<file path="src/rtl/fpadd_arb_pkg.sv">
// Shared constants for the two-requester FP adder arbiter: state encoding, data width
// and a leading-zero counter used by the adder datapath.
package fpadd_arb_pkg;

  localparam int unsigned FP_W = 32;

  typedef logic [1:0] state_t;

  localparam state_t ST_IDLE = 2'd0;
  localparam state_t ST_EXEC = 2'd1;
  localparam state_t ST_HOLD = 2'd2;

  // Leading zeros of a 27-bit value; returns 27 for an all-zero input.
  function automatic logic [4:0] lzc27(input logic [26:0] v);
    lzc27 = 5'd27;
    for (int i = 0; i < 27; i++) begin
      if (v[i]) lzc27 = 5'(26 - i);
    end
  endfunction

endpackage

</file>
<file path="src/rtl/fpadd_arb_core.sv">
// Single-precision adder (round-to-nearest-even, gradual underflow, canonical NaN)
// with a result register loaded when load is high; latency 1.
module fp_add_core
  import fpadd_arb_pkg::*;
(
  input  logic            clk,
  input  logic            rst,
  input  logic            load,
  input  logic [FP_W-1:0] opa,
  input  logic [FP_W-1:0] opb,
  output logic [FP_W-1:0] sum
);

  logic        swap, rnd, nan_a, nan_b, inf_a, inf_b;
  logic [31:0] big, sml, sum_d;
  logic [7:0]  eb, es, d;
  logic [23:0] mb, ms;
  logic [4:0]  dd, lz, sh;
  logic [26:0] xs, mask, al, n;
  logic [27:0] s;
  logic [8:0]  e, e_n;
  logic [30:0] mag;

  always_comb begin
    swap = opb[30:0] > opa[30:0];
    big  = swap ? opb : opa;
    sml  = swap ? opa : opb;
    // Denormals use exponent 1 with no hidden bit.
    eb   = (big[30:23] == 8'd0) ? 8'd1 : big[30:23];
    es   = (sml[30:23] == 8'd0) ? 8'd1 : sml[30:23];
    mb   = {big[30:23] != 8'd0, big[22:0]};
    ms   = {sml[30:23] != 8'd0, sml[22:0]};
    d    = eb - es;
    dd   = (d > 8'd27) ? 5'd27 : d[4:0];
    xs   = {ms, 3'b000};
    mask = (27'd1 << dd) - 27'd1;
    al   = (xs >> dd) | {26'd0, |(xs & mask)};
    if (big[31] == sml[31]) s = {1'b0, mb, 3'b000} + {1'b0, al};
    else                    s = {1'b0, mb, 3'b000} - {1'b0, al};
    e  = {1'b0, eb};
    lz = lzc27(s[26:0]);
    sh = 5'd0;
    if (s[27]) begin
      n   = {s[27:2], s[1] | s[0]};
      e_n = e + 9'd1;
    end else begin
      // Stop normalising at exponent 1 so small results come out denormal.
      sh  = ({4'd0, lz} < e) ? lz : (e[4:0] - 5'd1);
      n   = s[26:0] << sh;
      e_n = e - {4'd0, sh};
    end
    rnd   = n[2] & (n[1] | n[0] | n[3]);
    // Rounding carry ripples into the exponent field, including up to infinity.
    mag   = {(n[26] ? e_n[7:0] : 8'd0), n[25:3]} + {30'd0, rnd};
    nan_a = (&opa[30:23]) & (|opa[22:0]);
    nan_b = (&opb[30:23]) & (|opb[22:0]);
    inf_a = (&opa[30:23]) & ~(|opa[22:0]);
    inf_b = (&opb[30:23]) & ~(|opb[22:0]);
    if (nan_a | nan_b | (inf_a & inf_b & (opa[31] != opb[31]))) sum_d = 32'h7FC0_0000;
    else if (inf_a)          sum_d = opa;
    else if (inf_b)          sum_d = opb;
    else if (s == 28'd0)     sum_d = {big[31] & sml[31], 31'd0};
    else if (e_n >= 9'd255)  sum_d = {big[31], 8'hFF, 23'd0};
    else                     sum_d = {big[31], mag};
  end

  always_ff @(posedge clk) begin
    if (rst)       sum <= '0;
    else if (load) sum <= sum_d;
  end

endmodule

</file>
<file path="src/rtl/fpadd_arb.sv">
// Round-robin arbiter sharing one FP adder between two requesters; the result is held
// for the owning requester until its ready handshake.
module fpadd_arb
  import fpadd_arb_pkg::*;
#(
  parameter int unsigned CNT_W = 16
) (
  input  logic             clk,
  input  logic             rst,
  input  logic             a0_valid,
  input  logic             a1_valid,
  output logic             a0_ready,
  output logic             a1_ready,
  input  logic [FP_W-1:0]  a0_opa,
  input  logic [FP_W-1:0]  a0_opb,
  input  logic [FP_W-1:0]  a1_opa,
  input  logic [FP_W-1:0]  a1_opb,
  output logic             r0_valid,
  output logic             r1_valid,
  input  logic             r0_ready,
  input  logic             r1_ready,
  output logic [FP_W-1:0]  r_sum,
  output logic             busy,
  output logic [CNT_W-1:0] op_count
);

  state_t          state;
  logic            rr, owner, r_done;
  logic [FP_W-1:0] opa_q, opb_q, core_sum;

  always_comb begin
    a0_ready = ~rst & (state == ST_IDLE) & a0_valid & ~(a1_valid & rr);
    a1_ready = ~rst & (state == ST_IDLE) & a1_valid & (~a0_valid | rr);
    r0_valid = ~rst & (state == ST_HOLD) & ~owner;
    r1_valid = ~rst & (state == ST_HOLD) & owner;
    r_done   = (r0_valid & r0_ready) | (r1_valid & r1_ready);
    busy     = ~rst & (state != ST_IDLE);
    r_sum    = rst ? '0 : core_sum;
  end

  always_ff @(posedge clk) begin
    if (rst) begin
      state    <= ST_IDLE;
      rr       <= 1'b0;
      owner    <= 1'b0;
      opa_q    <= '0;
      opb_q    <= '0;
      op_count <= '0;
    end else begin
      case (state)
        ST_IDLE: begin
          if (a0_ready | a1_ready) begin
            owner <= a1_ready;
            rr    <= ~a1_ready;
            opa_q <= a1_ready ? a1_opa : a0_opa;
            opb_q <= a1_ready ? a1_opb : a0_opb;
            state <= ST_EXEC;
          end
        end
        ST_EXEC: state <= ST_HOLD;
        ST_HOLD: begin
          if (r_done) begin
            state    <= ST_IDLE;
            op_count <= op_count + CNT_W'(1);
          end
        end
        default: state <= ST_IDLE;
      endcase
    end
  end

  fp_add_core u_core (
    .clk  (clk),
    .rst  (rst),
    .load (state == ST_EXEC),
    .opa  (opa_q),
    .opb  (opb_q),
    .sum  (core_sum)
  );

endmodule

</file>
<file path="config.mk">
export PLATFORM = sky130hd
export DESIGN_NAME = fpadd_arb
export DESIGN_NICKNAME = d
export VERILOG_FILES = /design/src/rtl/fpadd_arb_pkg.sv /design/src/rtl/fpadd_arb_core.sv /design/src/rtl/fpadd_arb.sv
export SDC_FILE = /design/constraint.sdc
export NUM_CORES = 1
export LEC_CHECK = 0
export ABC_AREA = 0
export CAP_MARGIN = 10
export CORE_AREA = 5 5 210 212
export CTS_BUF_LIST = sky130_fd_sc_hd__clkbuf_4 sky130_fd_sc_hd__clkbuf_8
export DETAILED_ROUTE_END_ITERATION = 10
export DIE_AREA = 0 0 215 217
export SYNTH_ARGS = -nofsm -noshare
export SYNTH_HDL_FRONTEND = slang
export SYNTH_SLANG_ARGS = --single-unit
</file>
<file path="constraint.sdc">
create_clock -name clk -period 16.1 [get_ports clk]
set_input_delay 4.025 -clock clk [delete_from_list [all_inputs] [get_ports clk]]
set_output_delay 4.025 -clock clk [all_outputs]
set_load 0.05 [all_outputs]
</file>
==> flow_summary.json, run 1 <==
{
  "status": "finished clean",
  "start_util": 0.397,
  "r2r_slack_ns": 0.71,
  "port_buffers": 186,
  "yosysSeqAreaShare": 0.140,
  "cp_max_fo": 9,
  "async_flop_share": 0,
  "crit_slowest_cell": "o21ai_0",
  "dp_hpwl_mm": 59.0,
  "die_h_um": 217,
  "synth_top_cell_by_area": "dfxtp_1",
  "synth_top_area_frac": 0.140,
  "drv_slew": 0,
  "insertion_delay_ns": 0.49,
  "ant_nets": 0,
  "cp-start-kind": "flop",
  "synth_edf_count": 0,
  "tns_ns": 0,
  "via_per_inst": 6.26,
  "clkTransAtPathRegs_ns": 0.09,
  "grt_pass1_vias": 18860,
  "grt_max_degree": 96,
  "wire_per_inst_um": 22.8,
  "dpl_cell_area_mm2": 0.0195,
  "holdCritPathClass": "flop to flop",
  "root_buffer": "clkbuf_8",
  "drc_errors": 0,
  "drive_above_1_share": 0.120,
  "nets": 2890,
  "required_ns": 16.53,
  "slowest_delay_ns": 0.43,
  "final_common_cell": "nand2_1",
  "cts.htree.levels": 4,
  "synthTopCellsByArea": "dfxtp_1 14%, ha_1 7.7%, nand2_1 6.7%, a21oi_1 6.6%, nor2_1 5.9%",
  "synthCells": 2444,
  "synthesis.area_mm2": 0.0166,
  "mostFrequentLayoutCells": "295 x nand2_1, 255 x nor2_1, 211 x a21oi_1, 185 x clkdlybuf4s50_1, 165 x o21ai_0",
  "reg2reg_to": "u_core.sum[22]$_SDFFE_PP0N_",
  "max_freq_mhz": 65.0,
  "wl_mm": 73.2,
  "io_pins": 187,
  "final_hold_viol_count": 0,
  "core_area_mm2": 0.0418,
  "syn_nets": 2681,
  "drtIter0Drc": 2176,
  "min_period_ns": 15.39,
  "diodes": 0,
  "die-area_mm2": 0.0467,
  "maxCapViolCount": 0,
  "cts_buffers": 17,
  "r2r_start": "opa_q[22]$_SDFFE_PP0P_",
  "dpl_worst_slack_ns": -0.239,
  "tightest_slew_ns": 1.22,
  "min_from": "opa_q[4]$_SDFFE_PP0P_",
  "slew_headroom": 0.186,
  "yosys_warnings": 0,
  "grt_pass1_wl_mm": 111,
  "setup_violations": 0,
  "rows": 75,
  "clockBufferDepth": 2,
  "die_w_um": 215,
  "finalCritPeriodShare": 0.956,
  "cts_tree": "done",
  "worstSetupPathType": "flop to flop",
  "worst_path_most_repeated_cell": "a21oi_1",
  "ys_types": 113,
  "crit_path_end_kind": "flop",
  "antenna_found_initial": 0,
  "synth.avg_cell_area_um2": 6.78,
  "dr.pass1.iters": 6,
  "overflow": 0,
  "synthToLayoutAreaGrowth_pct": 22.2,
  "fin_area_mm2": 0.0203,
  "crit_arrival_ns": 15.81,
  "finalWorstSetupSlack_ns": 0.715,
  "globalplace.congestion": 1.04,
  "whs_path_depth": 2,
  "fin_skew_ns": 0.0207,
  "ys.flop_type": "dfxtp_1",
  "fin_hold_ws_ns": 0.471,
  "clock-sinks": 116,
  "ff2ff_path_depth": 73,
  "track_usage": 0.297,
  "routed-via-count": 20079,
  "synth-seq-cells": 116,
  "min_to": "opa_q[4]$_SDFFE_PP0P_"
}
cell families (layout without fill, tap and decap cells):
kind of cell,after synthesis,count (layout),share of synthesized area
and+or+nand+nor,998,1000,0.293
AOI/OAI and AO/OA,801,801,0.317
buffers and inverters,250,470,0.0608
DFF,116,116,0.140
muxes,107,107,0.0739
adders and majority gates,104,104,0.0788
xor gates and xnor gates,68,68,0.0364
Yosys cell counts (all sizes together) (55+ instances only):
library cell / count
nand2: 297
nor2: 261
a21oi: 219
o21ai: 185
dfxtp: 116
clkbuf: 105
inv: 105
ha: 102
a22oi: 81
nor3: 76
nand3: 75
mux2i: 68
nor2b: 55
worst max-delay path: cells and delay by family (launching register included):
| family | cells | cell delay, ns |
|---|---|---|
| simple gates | 21 | 4.05 |
| compound gates | 36 | 7.19 |
| fa+ha+maj | 6 | 1.72 |
| xor+xnor | 2 | 0.44 |
| flops | 1 | 0.39 |
| mux | 2 | 0.57 |
| buf+inv | 6 | 0.96 |
how the worst max path moves through the flow:
stage	end	slack (ns)	cells after the start	startpoint
3_5_place_dp	u_core.sum[22]$_SDFFE_PP0N_	-0.24	74	opa_q[24]$_SDFFE_PP0P_
3_3_place_gp	u_core.sum[22]$_SDFFE_PP0N_	0.21	74	opa_q[24]$_SDFFE_PP0P_
4_1_cts	u_core.sum[22]$_SDFFE_PP0N_	0.05	72	opa_q[30]$_SDFFE_PP0P_
2_1_floorplan	u_core.sum[4]$_SDFFE_PP0N_	0.68	78	opa_q[27]$_SDFFE_PP0P_
6_report	u_core.sum[22]$_SDFFE_PP0N_	0.71	73	opa_q[22]$_SDFFE_PP0P_
5_1_grt	u_core.sum[22]$_SDFFE_PP0N_	-0.06	76	opa_q[22]$_SDFFE_PP0P_
repair_timing:
action | in CTS | in global routing
hold buffers | 0 | 0
cloned | 0 | 2
endpoints found under the setup margin | 29 | 31
resized for setup | 4 | 47
setup buffers | 0 | 24
pin swaps | 0 | 18
layer usage:
metal,up-vias,track usage,wire length [um]
met3,156,0.0467,5400
met1,9541,0.412,32700
met2,929,0.465,31900
met4,0,0.119,3120
li1,9453,-,-
met5,-,0,0
registers in the layout (all words and copies together) (netlist names):
signal and count:
opa_q 32, opb_q 32, u_core.sum 32, op_count 16, state 2, owner 1, rr 1
stage by stage:
| stage | std cells | utilization |
|---|---|---|
| 6_report | 3205 | 0.485 |
| 3_5_place_dp | 3147 | 0.466 |
| 4_1_cts | 3179 | 0.476 |
| 5_1_grt | 3205 | 0.485 |
| 2_1_floorplan | 2444 | - |
| 3_3_place_gp | 3147 | 0.466 |
layout make-up:
cell class | count | area, um2
Clock buffer | 17 | 234
Multi-Input combinational cell | 2080 | 13500
Sequential cell | 116 | 2330
Clock inverter | 15 | 159
Inverter | 106 | 400
Tap cell | 539 | 674
Fill cell | 4241 | 21500
Timing Repair Buffer | 332 | 2980
Power of run 1 is not shown: default switching activity piles up to over one toggle a cycle in this logic, so the estimate is an artifact.
==> run 2, diff against run 1 <==
CORE_AREA = 5 5 224 204   (was 5 5 210 212)
DIE_AREA = 0 0 229 209   (was 0 0 215 217)
PLACE_DENSITY = 0.6   (was not set)
SYNTH_HIERARCHICAL = 1   (was not set)
==> run 2 against run 1 <==
Die area grew 2.6%. Synthesized cell count rose by 3.6%. Non-clock buffer count down 17. Synthesized area increased by 3.0%. Global-route usage shrank 0.72 points. Worst hold slack improved by 0.0042 ns. Fmax is 1.2% higher. First-iteration DRC count grew 19%. Via count increased by 4.2%.
==> flow_summary.json, run 2 <==
{
  "r2r_slack_ns": 0.90,
  "track_usage": 0.290,
  "crit_slowest_cell": "a211oi_1",
  "insertion_delay_ns": 0.47,
  "final_common_cell": "nand2_1",
  "clock-sinks": 116,
  "globalplace.congestion": 1.03,
  "drv_slew": 0,
  "crit_path_end_kind": "flop",
  "mostFrequentLayoutCells": "353 x nand2_1, 300 x nor2_1, 185 x clkdlybuf4s50_1, 170 x a21oi_1, 127 x buf_4",
  "rows": 73,
  "ys_top_cells_by_count": "354 x nand2_1, 302 x nor2_1, 172 x a21oi_1",
  "final_hold_viol_count": 0,
  "holdCritPathClass": "flop to flop",
  "synth_edf_count": 0,
  "status": "finished clean",
  "cts_tree": "done",
  "min_period_ns": 15.20,
  "drtIter0Drc": 2597,
  "core_area_mm2": 0.0434,
  "slew_headroom": 0.140,
  "maxCapViolCount": 0,
  "dp_hpwl_mm": 58.7,
  "ys_types": 119,
  "cp_max_fo": 24,
  "synth_top_area_frac": 0.136,
  "wire_per_inst_um": 22.5,
  "min_from": "u_core/sum[21]$_SDFFE_PP0P_",
  "fin_skew_ns": 0.0147,
  "fillers": 4454,
  "ant_nets": 0,
  "crit_arrival_ns": 15.56,
  "reg_top3": "opa_q (32), opb_q (32), u_core/sum (32)",
  "yosysSeqAreaShare": 0.136,
  "cts.htree.levels": 4,
  "yosysMostFrequentCell": "nand2_1",
  "die_w_um": 229,
  "diodes": 0,
  "cts_buffers": 17,
  "antenna_found_initial": 0,
  "dr.pass1.iters": 8,
  "clkTransAtPathRegs_ns": 0.09,
  "synth-seq-cells": 116,
  "nets": 2943,
  "synth.avg_cell_area_um2": 6.74,
  "grt_pass1_wl_mm": 114,
  "io_pins": 187,
  "drive_above_1_share": 0.110,
  "synthesis.area_mm2": 0.0171,
  "finalCritPeriodShare": 0.944,
  "syn_nets": 2771,
  "fin_hold_ws_ns": 0.475,
  "required_ns": 16.46,
  "ys.flop_type": "dfxtp_1",
  "grt_pass1_vias": 19533,
  "max_freq_mhz": 65.8,
  "root_buffer": "clkbuf_8",
  "whs_path_depth": 1,
  "ff2ff_path_depth": 67,
  "port_buffers": 186,
  "cp-start-kind": "flop",
  "reg2reg_to": "u_core/sum[30]$_SDFFE_PP0P_",
  "start_util": 0.393,
  "tightest_slew_ns": 1.28,
  "grt_max_degree": 105,
  "wl_mm": 73.8,
  "synthToLayoutAreaGrowth_pct": 20.7,
  "worstSetupPathType": "flop to flop",
  "setup_violations": 0,
  "synth_top_cell_by_area": "dfxtp_1",
  "async_flop_share": 0,
  "cts_hold_buffers": 0,
  "synthCells": 2532,
  "via_per_inst": 6.38,
  "routed-via-count": 20915,
  "slowest_delay_ns": 0.68,
  "die-area_mm2": 0.0479,
  "overflow": 0,
  "synthTopCellsByArea": "dfxtp_1 14%, nand2_1 7.8%, ha_1 7.6%, nor2_1 6.6%, a21oi_1 5.0%",
  "die_h_um": 209,
  "drc_errors": 0,
  "min_to": "u_core/sum[21]$_SDFFE_PP0P_",
  "clockBufferDepth": 2,
  "yosys_warnings": 6,
  "r2r_start": "opa_q[23]$_SDFFE_PP0P_",
  "worst_path_most_repeated_cell": "buf_4"
}
==> run 2: kinds of logic (layout without fill, tap and decap cells) <==
| group | count (synthesis) | in the layout | share of synthesized area |
|---|---|---|---|
| buffers and inverters | 279 | 464 | 0.0652 |
| muxes | 79 | 79 | 0.0489 |
| AOI/OAI and AO/OA | 775 | 775 | 0.322 |
| adders and majority gates | 105 | 105 | 0.0774 |
| and+or+nand+nor | 1113 | 1113 | 0.317 |
| xor gates and xnor gates | 65 | 65 | 0.0338 |
| DFF | 116 | 116 | 0.136 |
==> run 2: layout make-up <==
cell class,count,area [um2],area share
tap,562,703,0.0341
sequential,116,2320,0.113
clock buffer,17,234,0.0114
clock inverter,15,196,0.00953
multi-input combinational,2137,13800,0.672
inverter,117,444,0.0216
timing repair buffer,315,2870,0.139
==> run 2: worst max-delay path: cells and delay by family, from the launching register on <==
family	cells	cell delay (ns)
adders and majority gates	5	1.40
AOI/OAI and AO/OA	30	6.78
DFF	1	0.42
and+or+nand+nor	20	4.27
muxes	2	0.63
buffers and inverters	10	1.54
==> run 2: routing by layer <==
layer / global-route usage / wire [um] / share of wire / up-vias
met4: 0.0910 / 2520 / 0.034 / 0
met3: 0.0581 / 7190 / 0.097 / 168
met2: 0.431 / 30800 / 0.42 / 1180
met5: 0 / 0 / 0 / -
li1: - / - / - / 9733
met1: 0.421 / 33200 / 0.45 / 9834
==> run 2: worst max path at each step <==
stage	cells after the start	to	startpoint	slack, ns
final	67	u_core/sum[30]$_SDFFE_PP0P_	opa_q[23]$_SDFFE_PP0P_	0.90
after detailed placement	73	u_core/sum[11]$_SDFFE_PP0P_	opa_q[30]$_SDFFE_PP0P_	-0.21
after CTS	73	u_core/sum[11]$_SDFFE_PP0P_	opa_q[30]$_SDFFE_PP0P_	0.07
after floorplan	82	u_core/sum[10]$_SDFFE_PP0P_	opa_q[24]$_SDFFE_PP0P_	0.01
after global routing	70	u_core/sum[24]$_SDFFE_PP0P_	opa_q[26]$_SDFFE_PP0P_	-0.02
after global placement	66	u_core/sum[11]$_SDFFE_PP0P_	opa_q[30]$_SDFFE_PP0P_	0.33
==> run 2: what timing repair did <==
action,4_1_cts,5_1_grt
setup buffers,0,13
pin swaps,0,10
gates resized for setup,3,45
setup endpoints to repair,16,31
==> run 2: through the flow <==
stage,std cells,utilization,area (um2),TNS [ns],worst slack (ns)
global route,3279,0.475,20600,-0.0164,-0.0164
CTS,3266,0.468,20300,0,0.0666
global placement,3234,0.458,19900,0,0.332
floorplan,2532,-,17100,0,0.0149
finish,3279,0.475,20600,0,0.896
detailed placement,3234,0.458,19900,-2.09,-0.213
Power of run 2 is left out for the same reason.
